--- config.mk ---
export PLATFORM = sky130hd
export DESIGN_NAME = store_buffer
export DESIGN_NICKNAME = d
export VERILOG_FILES = /design/src/rtl/store_buffer_pkg.sv /design/src/rtl/store_buffer_packer.sv /design/src/rtl/store_buffer.sv
export SDC_FILE = /design/constraint.sdc
export NUM_CORES = 1
export LEC_CHECK = 0
export CAP_MARGIN = 20
export CORE_MARGIN = 3
export CORE_UTILIZATION = 50
export DETAILED_ROUTE_END_ITERATION = 6
export GPL_TIMING_DRIVEN = 0
export PLACE_DENSITY = 0.81
export SLEW_MARGIN = 40
export SYNTH_ARGS = -nofsm -noshare
export SYNTH_HDL_FRONTEND = slang
export SYNTH_SLANG_ARGS = --single-unit
export TNS_END_PERCENT = 10
--- constraint.sdc ---
create_clock -name CLK -period 7 [get_ports CLK]
set_input_delay 2.1 -clock CLK [delete_from_list [all_inputs] [get_ports CLK]]
set_output_delay 2.1 -clock CLK [all_outputs]
set_load 0.02 [all_outputs]
--- src/rtl/store_buffer_pkg.sv ---
// Shared core package: load/store Funct3 encodings, store-buffer defaults
// and the layout of a queued store entry.
package store_buffer_pkg;

    // Load widths (Funct3 of load instructions)
    localparam logic [2:0] F3_LB  = 3'b000;
    localparam logic [2:0] F3_LH  = 3'b001;
    localparam logic [2:0] F3_LW  = 3'b010;
    localparam logic [2:0] F3_LBU = 3'b100;
    localparam logic [2:0] F3_LHU = 3'b101;

    // Store widths (Funct3 of store instructions)
    localparam logic [2:0] F3_SB  = 3'b000;
    localparam logic [2:0] F3_SH  = 3'b001;
    localparam logic [2:0] F3_SW  = 3'b010;

    // Default number of queued store entries
    localparam int SB_DEFAULT_DEPTH = 4;

    // One queued store: word address, lane-aligned data, byte enables
    typedef struct packed {
        logic [29:0] word_addr;
        logic [31:0] data;
        logic [3:0]  be;
    } sb_entry_t;

endpackage

--- src/rtl/store_buffer_packer.sv ---
// store_packer: combinational store alignment.
// Replicates register data across the byte lanes, builds byte enables from
// the address offset and classifies the store as legal or misaligned.
//   funct3    : store width (SB/SH/SW)
//   offset    : byte offset within the word (address[1:0])
//   wdata     : LSB-justified register data
//   lane_data : lane-aligned write data
//   lane_be   : byte enables, bit i = byte i
//   legal     : well-formed, aligned store that may be enqueued
//   misalign  : SH/SW with an offset the width cannot honour
module store_packer
    import store_buffer_pkg::*;
(
    input  logic [2:0]  funct3,
    input  logic [1:0]  offset,
    input  logic [31:0] wdata,
    output logic [31:0] lane_data,
    output logic [3:0]  lane_be,
    output logic        legal,
    output logic        misalign
);

    always_comb begin
        lane_data = wdata;
        lane_be   = 4'b0000;
        legal     = 1'b0;
        misalign  = 1'b0;
        case (funct3)
            F3_SB: begin
                lane_data = {4{wdata[7:0]}};
                lane_be   = 4'b0001 << offset;
                legal     = 1'b1;
            end
            F3_SH: begin
                lane_data = {2{wdata[15:0]}};
                lane_be   = 4'b0011 << offset;
                legal     = ~offset[0];
                misalign  = offset[0];
            end
            F3_SW: begin
                lane_data = wdata;
                lane_be   = 4'b1111;
                legal     = (offset == 2'b00);
                misalign  = (offset != 2'b00);
            end
            // Unknown widths are neither enqueued nor flagged
            default: ;
        endcase
    end

endmodule

--- src/rtl/store_buffer.sv ---
// store_buffer: FIFO of committed stores between the M stage and data memory.
//   CLK, RESET          : clock, synchronous active-high reset
//   StoreReqM, Funct3M,
//   AddressM, WriteDataM: store (or load address) presented by the M stage
//   LoadReqM            : load in M; LoadHazardM flags a pending same-word store
//   StoreStallM         : store in M while the buffer is full
//   MisalignM           : current store is misaligned and dropped
//   MemWrite*           : valid/ready write port to data memory (head entry)
//   Empty               : nothing pending (fence / drain)
module store_buffer
    import store_buffer_pkg::*;
#(
    parameter int DEPTH = SB_DEFAULT_DEPTH
) (
    input  logic        CLK,
    input  logic        RESET,
    input  logic        StoreReqM,
    input  logic [2:0]  Funct3M,
    input  logic [31:0] AddressM,
    input  logic [31:0] WriteDataM,
    input  logic        LoadReqM,
    output logic        StoreStallM,
    output logic        MisalignM,
    output logic        LoadHazardM,
    output logic        MemWriteValid,
    input  logic        MemWriteReady,
    output logic [31:0] MemWriteAddr,
    output logic [31:0] MemWriteData,
    output logic [3:0]  MemWriteBE,
    output logic        Empty
);

    localparam int PW = (DEPTH > 1) ? $clog2(DEPTH) : 1;
    localparam int CW = $clog2(DEPTH) + 1;
    localparam logic [CW-1:0] FULL_COUNT = CW'(DEPTH);

    sb_entry_t          entry_mem [DEPTH];
    logic [DEPTH-1:0]   valid_reg;
    logic [PW-1:0]      head_reg;
    logic [PW-1:0]      tail_reg;
    logic [CW-1:0]      count_reg;

    logic [31:0]        pack_data;
    logic [3:0]         pack_be;
    logic               pack_legal;
    logic               pack_misalign;
    logic               full;
    logic               enq;
    logic               deq;
    logic [DEPTH-1:0]   addr_hit;
    sb_entry_t          head_entry;

    store_packer u_packer (
        .funct3    (Funct3M),
        .offset    (AddressM[1:0]),
        .wdata     (WriteDataM),
        .lane_data (pack_data),
        .lane_be   (pack_be),
        .legal     (pack_legal),
        .misalign  (pack_misalign)
    );

    // Stall is judged on the registered count only; a dequeue in the same
    // cycle does not free a slot for this store.
    assign full        = (count_reg == FULL_COUNT);
    assign StoreStallM = StoreReqM & full;
    assign MisalignM   = StoreReqM & pack_misalign;

    assign enq = StoreReqM & pack_legal & ~full & ~RESET;
    assign deq = MemWriteValid & MemWriteReady;

    // Head outputs come straight from registered state: no enqueue bypass
    assign head_entry    = entry_mem[head_reg];
    assign MemWriteValid = (count_reg != '0);
    assign MemWriteAddr  = {head_entry.word_addr, 2'b00};
    assign MemWriteData  = head_entry.data;
    assign MemWriteBE    = head_entry.be;
    assign Empty         = (count_reg == '0);

    // Word-granular hazard check against every live entry
    generate
        for (genvar gi = 0; gi < DEPTH; gi++) begin : g_hit
            assign addr_hit[gi] = valid_reg[gi] &&
                                  (entry_mem[gi].word_addr == AddressM[31:2]);
        end
    endgenerate
    assign LoadHazardM = LoadReqM & (|addr_hit);

    // Entry storage carries no reset; liveness is tracked by valid_reg
    always_ff @(posedge CLK) begin
        if (enq) begin
            entry_mem[tail_reg] <= '{word_addr: AddressM[31:2],
                                     data:      pack_data,
                                     be:        pack_be};
        end
    end

    always_ff @(posedge CLK) begin
        if (RESET) begin
            head_reg  <= '0;
            tail_reg  <= '0;
            count_reg <= '0;
            valid_reg <= '0;
        end else begin
            if (enq) begin
                tail_reg <= tail_reg + PW'(1);
            end
            if (deq) begin
                head_reg <= head_reg + PW'(1);
            end
            case ({enq, deq})
                2'b10:   count_reg <= count_reg + CW'(1);
                2'b01:   count_reg <= count_reg - CW'(1);
                default: count_reg <= count_reg;
            endcase
            // Head and tail never coincide on a simultaneous enq/deq unless
            // the buffer is empty (deq impossible) or full (enq impossible),
            // so the two updates never target the same bit.
            for (int i = 0; i < DEPTH; i++) begin
                if (enq && (tail_reg == PW'(i))) begin
                    valid_reg[i] <= 1'b1;
                end else if (deq && (head_reg == PW'(i))) begin
                    valid_reg[i] <= 1'b0;
                end
            end
        end
    end

endmodule

# After elaboration in Yosys (flattened, before gate mapping)
# Memories as Yosys holds them, arrays and structs flattened. A register that Yosys moved wholly into a read port is not among the register bits.
# Index checks and enable logic that the tools add are counted.
dict set report word_totals {
  regBits 11
  ramBits 264
  in_bits 72
  out_inout_bits 73
  elab_cells 81
  mem_count 1
}
dict set report op_classes {
  add_sub_neg 4
  n_eq_ne 15
  n_shift 2
  mux 17
  n_bitwise 10
  n_reduce_logical 25
}
# memory depth word_bits read_ports rd_ports_with_merged_regs wr line_no
set memory_table {}
lappend memory_table {entry_mem 4 66 5 1 1 store_buffer.sv:37} ;# sb_entry_t entry_mem [DEPTH];
# cell n
set ops {}
lappend ops {{$eq 30x30->1} 4}
lappend ops {{$pmux 32 s2} 1}
lappend ops {{$logic_and 1x1->1} 12}
lappend ops {{$pmux 4 s3} 1}
lappend ops {{$reduce_bool 2->1} 6}
lappend ops {{$eq 2x2->1 const B} 5}
lappend ops {{$mux 1} 10}
lappend ops {{$and 1x1->1} 7}
lappend ops {{$eq 2x1->1 const B} 3}
lappend ops {{$logic_not 2->1} 3}
lappend ops {{$logic_not 3->1} 2}
lappend ops {{$pmux 3 s2} 1}
lappend ops {{$add 2x1->2 const B} 2}
lappend ops {{$mux 2} 2}
lappend ops {{$reduce_or 4->1} 1}
lappend ops {{$shl 1x2->4 const A} 1}
lappend ops {{$shl 2x2->4 const A} 1}
lappend ops {{$add 3x1->3 const B} 1}
lappend ops {{$eq 3x1->1 const B} 1}
lappend ops {{$eq 3x2->1 const B} 1}
lappend ops {{$eq 3x3->1 const B} 1}
lappend ops {{$not 1->1} 3}
lappend ops {{$pmux 1 s3} 1}
lappend ops {{$reduce_bool 3->1} 1}
lappend ops {{2 further kinds} 2}

# Depth between registers and ports, before layout
dict set report depth {
  depth_word 7
  ltp_mapped 12
  ltp_nobuf 10
}

# Hierarchy
# From an unflattened synthesis, not the netlist that was laid out.
dict set report unflattened {
  hier_cells 679
  area_unflattened_um2 12231.7
}
# module instances cells_per_inst area_each_um2 seq_area_each_um2
set modules_own_cells {}
lappend modules_own_cells {store_buffer 1 603 11664.9 8187.9}
lappend modules_own_cells {store_packer 1 76 566.8 0.0}

# Least setup slack after synthesis
# No wires, ideal clock.
dict set report synth_path {
  path_kind {input to output}
  start {in AddressM[10]}
  end {out LoadHazardM}
  arrival_ps 3360
  required_ps 4900
  path_slack_ps 1540
  stages 6
  path_buffers 1
  path_cell_list {clkbuf_1 > xnor2_1 > nand4_1 > nor4_1 > nand4_1 > a41oi_1}
}
dict set report synth_via {
  elab_chain_len 4
  word_cells_on_any_way 10
  classes_between {4 x eq/ne; 1 x bitwise; 5 x reduce/logical}
}
# item line_no
set synth_rtl {}
lappend synth_rtl {{from (decl)} store_buffer.sv:19} ;# input logic [31:0] AddressM,
lappend synth_rtl {{$eq 30x30->1} store_buffer.sv:84} ;# (entry_mem[gi].word_addr == AddressM[31:2]);
lappend synth_rtl {{$logic_and 1x1->1} store_buffer.sv:83} ;# assign addr_hit[gi] = valid_reg[gi] &&
lappend synth_rtl {{$reduce_or 4->1 *} store_buffer.sv:87} ;# assign LoadHazardM = LoadReqM & (|addr_hit);
lappend synth_rtl {{$and 1x1->1 *} store_buffer.sv:87}
lappend synth_rtl {{to (decl)} store_buffer.sv:24} ;# output logic LoadHazardM,
# Every way passes the cells marked *; elsewhere a longest branch is shown, timed or not.

# Final worst setup path
dict set report layout_path {
  start {in AddressM[23]}
  end {out LoadHazardM}
}
# Same word-level chain as after synthesis.

==> run_results.csv <==
group,metric,value,unit
clock_tree,cts_setup_buffers,0,
global_route,grt_use_total,0.207,
placed_design,io_buffers,140,
clock_tree,cts-root-buf,"clkbuf_16",
sta,max-slew-margin-rel,0.475,
sta,max_freq,0.144,GHz
synthesis,synth_flop_cell,"edfxtp_1",
clock_tree,clock-sinks,277,
cells_and_area,largest_reg_flops,264,
synthesis,synth_top_area_frac,0.657,
cells_and_area,final_area,0.0150,mm2
placed_design,gp_congestion,0.875,
cells_and_area,synthToLayoutAreaGrowth,24.4,%
setup_path,ff2ff_setup_slack,4680,ps
setup_path,critical_path_peak_fanout,5,
global_route,overflow,0,
synthesis,seq_area_frac_synth,0.679,
floorplanning,die_w,161,um
cells_and_area,nets,928,
drt,drtIter0Drc,509,
drt,drtPass1Iterations,5,
synthesis,synth-compound-area-share,0.0141,
drt,vias,6664,
floorplanning,rows,56,
synthesis,ys_seq_elements,277,
drt,wl_per_cell,22.6,um
floorplanning,dieArea,0.0260,mm2
synthesis,syn-instance-count,669,
drt,vias_per_cell,5.62,
sta,setup_violations,0,
global_route,busiest_layer,"met2",
sta,min_period_over_period,0.994,
global_route,grt_max_degree,36,
power_and_ir_drop,total_power,3.81,mW
sta,skew,11.6,ps
floorplanning,io_pins,145,
synthesis,synth.distinct_cells,33,
power_and_ir_drop,ir_drop,0.000172,V
synthesis,synth_area_per_cell,18.0,um2
cells_and_area,final_util,0.635,
clock_tree,insertion_delay,520,ps
setup_path,reg2reg_depth,5,
global_route,met1_usage,0.279,
sta,finalHoldViolations,0,
synthesis,synth_xor_area_frac,0.0901,
synthesis,netlist_area,0.0121,mm2
power_and_ir_drop,p_per_area,254,mW/mm2
setup_path,rr_endpoint,"entry_mem[3][27]",
clock_tree,clkTransAtPathRegs,60,ps
cells_and_area,multiInputGateArea,0.00367,mm2
clock_tree,tritoncts,"yes",
sta,timing.final.max_slew_violations,0,
setup_path,critical_path_class,"in2out",
cells_and_area,fillerInstances,1660,
clock_tree,cts_made_buffers,27,
synthesis,synthAdderAreaFrac,0.0110,
sta,hold_slack,547,ps
synthesis,yosysTopAreaCell,"edfxtp_1",
power_and_ir_drop,power_leakage,4.70,nW
cells_and_area,ff_latch_area,0.00819,mm2
global_route,grt_pass1_vias,6910,
setup_path,endpoint_kind,"output port",
floorplanning,die_h,161,um
floorplanning,core,0.0236,mm2
setup_path,startpoint,"AddressM[23]",
placed_design,place_hpwl,18.5,mm
worst_hold_path,hp-class,"reg2reg",
placed_design,dpl_cell_area,0.0140,mm2
synthesis,synthArstFlopShare,0,
global_route,grt_pass1_wl,41.0,mm
sta,fin_crit,6960,ps
drt,wirelength,26.8,mm
global_route,met3_usage,0.0559,
sta,worstMarginPinSlew,788,ps
synthesis,synth_top_family_by_area,"multiplexers",
synthesis,yosys.area_share.simple,0.0385,
setup_path,rr_startpoint,"count_reg[0]",
clock_tree,htreeDepth,1,
setup_path,critical_path_required,4900,ps
drt,ant_nets,0,
global_route,antenna_found_initial,2,
setup_path,worstPathArrival,4860,ps
global_route,met2_usage,0.342,
synthesis,synth-edff-count,264,
setup_path,start_kind,"primary input",
status,status,"completed",
synthesis,synth_mux_area_frac,0.147,
clock_tree,cts_buffer_depth,3,
cells_and_area,antenna_cells,0,
cells_and_area,drive_above_1_share,0.177,
setup_path,crit_path_end,"LoadHazardM",
drt,route.detailed.drc,0,
synthesis,synthTopCellsByArea,"edfxtp_1 (66%), mux4_2 (12%), xnor2_1 (5.7%)",
floorplanning,start_util,0.511,
job,drv_cap,0,
synthesis,synth_warnings,0,
[metal layers]
metal,vias up,routed length (um)
met2,266,13200
met4,4,590
met3,47,2330
li1,2962,-
met1,3385,10700
met5,-,40
[worst min path at each step]
stage,start,to,slack [ps],depth (start not counted)
after floorplan,valid_reg[0],valid_reg[0],460,2
after global placement,valid_reg[0],valid_reg[0],510,2
after detailed placement,count_reg[1],count_reg[1],530,2
after CTS,count_reg[1],count_reg[1],550,2
after global routing,valid_reg[2],valid_reg[2],570,2
final,count_reg[1],count_reg[1],550,2
[worst max-delay path: stages]
cell and delay (ps):
clkdlybuf4s50_1 570, clkbuf_1 260, xnor2_1 150, nand4_1 220, nor4_2 420, nand4_1 150, a41oi_1 320, clkdlybuf4s50_1 660
[Yosys cell counts, types with 3 or more instances]
master / number
xnor2_1: 78
ha_1: 9
dfxtp_1: 13
buf_2: 9
inv_1: 11
clkbuf_1: 27
nand2_1: 5
a22oi_1: 4
mux2i_1: 11
nand2b_1: 3
mux2_2: 16
edfxtp_1: 264
a21oi_1: 15
buf_1: 3
nand4_1: 24
nor4_1: 16
mux4_2: 66
and2_1: 5
nor2_1: 25
or3_1: 3
xor2_1: 46
[cell families after synthesis]
logic type	Yosys count
AOI/OAI and AO/OA	25
xor gates and xnor gates	124
adders and majority gates	10
buffers and inverters	54
DFF	277
muxes	93
other	1
and+or+nand+nor	85
[per-stage QoR]
stage	setup slack (ps)	TNS [ps]	std cells
after global routing	-45.4	-45.4	1185
after global placement	112	0	1129
after CTS	25.8	0	1185
after detailed placement	40.8	0	1136
final	39.9	0	1185
after floorplan	1540	0	670
[repair_timing]
item / in CTS / in global routing
setup endpoints to repair: 0 / 1
hold buffers: 0 / 0
gates resized for setup: 0 / 2
[where the power goes]
part / internal [mW] / switching (mW) / leakage, nW / total, mW
combinational: 0.197 / 0.208 / 1.76 / 0.405
clock: 0.969 / 0.598 / 0.460 / 1.57
sequential: 1.83 / 0.00695 / 2.48 / 1.84
total: 3.00 / 0.813 / 4.70 / 3.81
[final cells by class]
cell class | instances | area share
Clock inverter | 16 | 0.0178
Inverter | 11 | 0.00275
Buffer | 43 | 0.0131
Clock buffer | 33 | 0.0465
Sequential cell | 277 | 0.546
Tap cell | 319 | 0.0266
Multi-Input combinational cell | 339 | 0.244
Timing Repair Buffer | 147 | 0.103
[layout by cell type, fill, tap and decap left out, types with 2 or more instances in the layout]
| master | count |
|---|---|
| mux2_2 | 16 |
| buf_6 | 2 |
| or3_1 | 3 |
| conb_1 | 2 |
| clkbuf_16 | 27 |
| bufinv_16 | 7 |
| clkinv_1 | 3 |
| nand2b_1 | 3 |
| clkbuf_1 | 32 |
| and2_4 | 4 |
| edfxtp_1 | 264 |
| clkinvlp_4 | 2 |
| mux2i_1 | 11 |
| clkinv_4 | 3 |
| buf_12 | 6 |
| clkdlybuf4s50_1 | 140 |
| buf_4 | 2 |
| mux4_2 | 66 |
| a21oi_1 | 15 |
| a211oi_1 | 2 |
| nor4_1 | 14 |
| nand4_1 | 24 |
| inv_1 | 11 |
| a22oi_1 | 4 |
| nor2_1 | 25 |
| nor4_2 | 2 |
| xnor2_1 | 78 |
| ha_1 | 9 |
| nand2_1 | 5 |
| dfxtp_1 | 13 |
| xor2_1 | 46 |
| buf_2 | 9 |
| buf_1 | 3 |
Note: power is estimated with default switching activity, not from simulation.
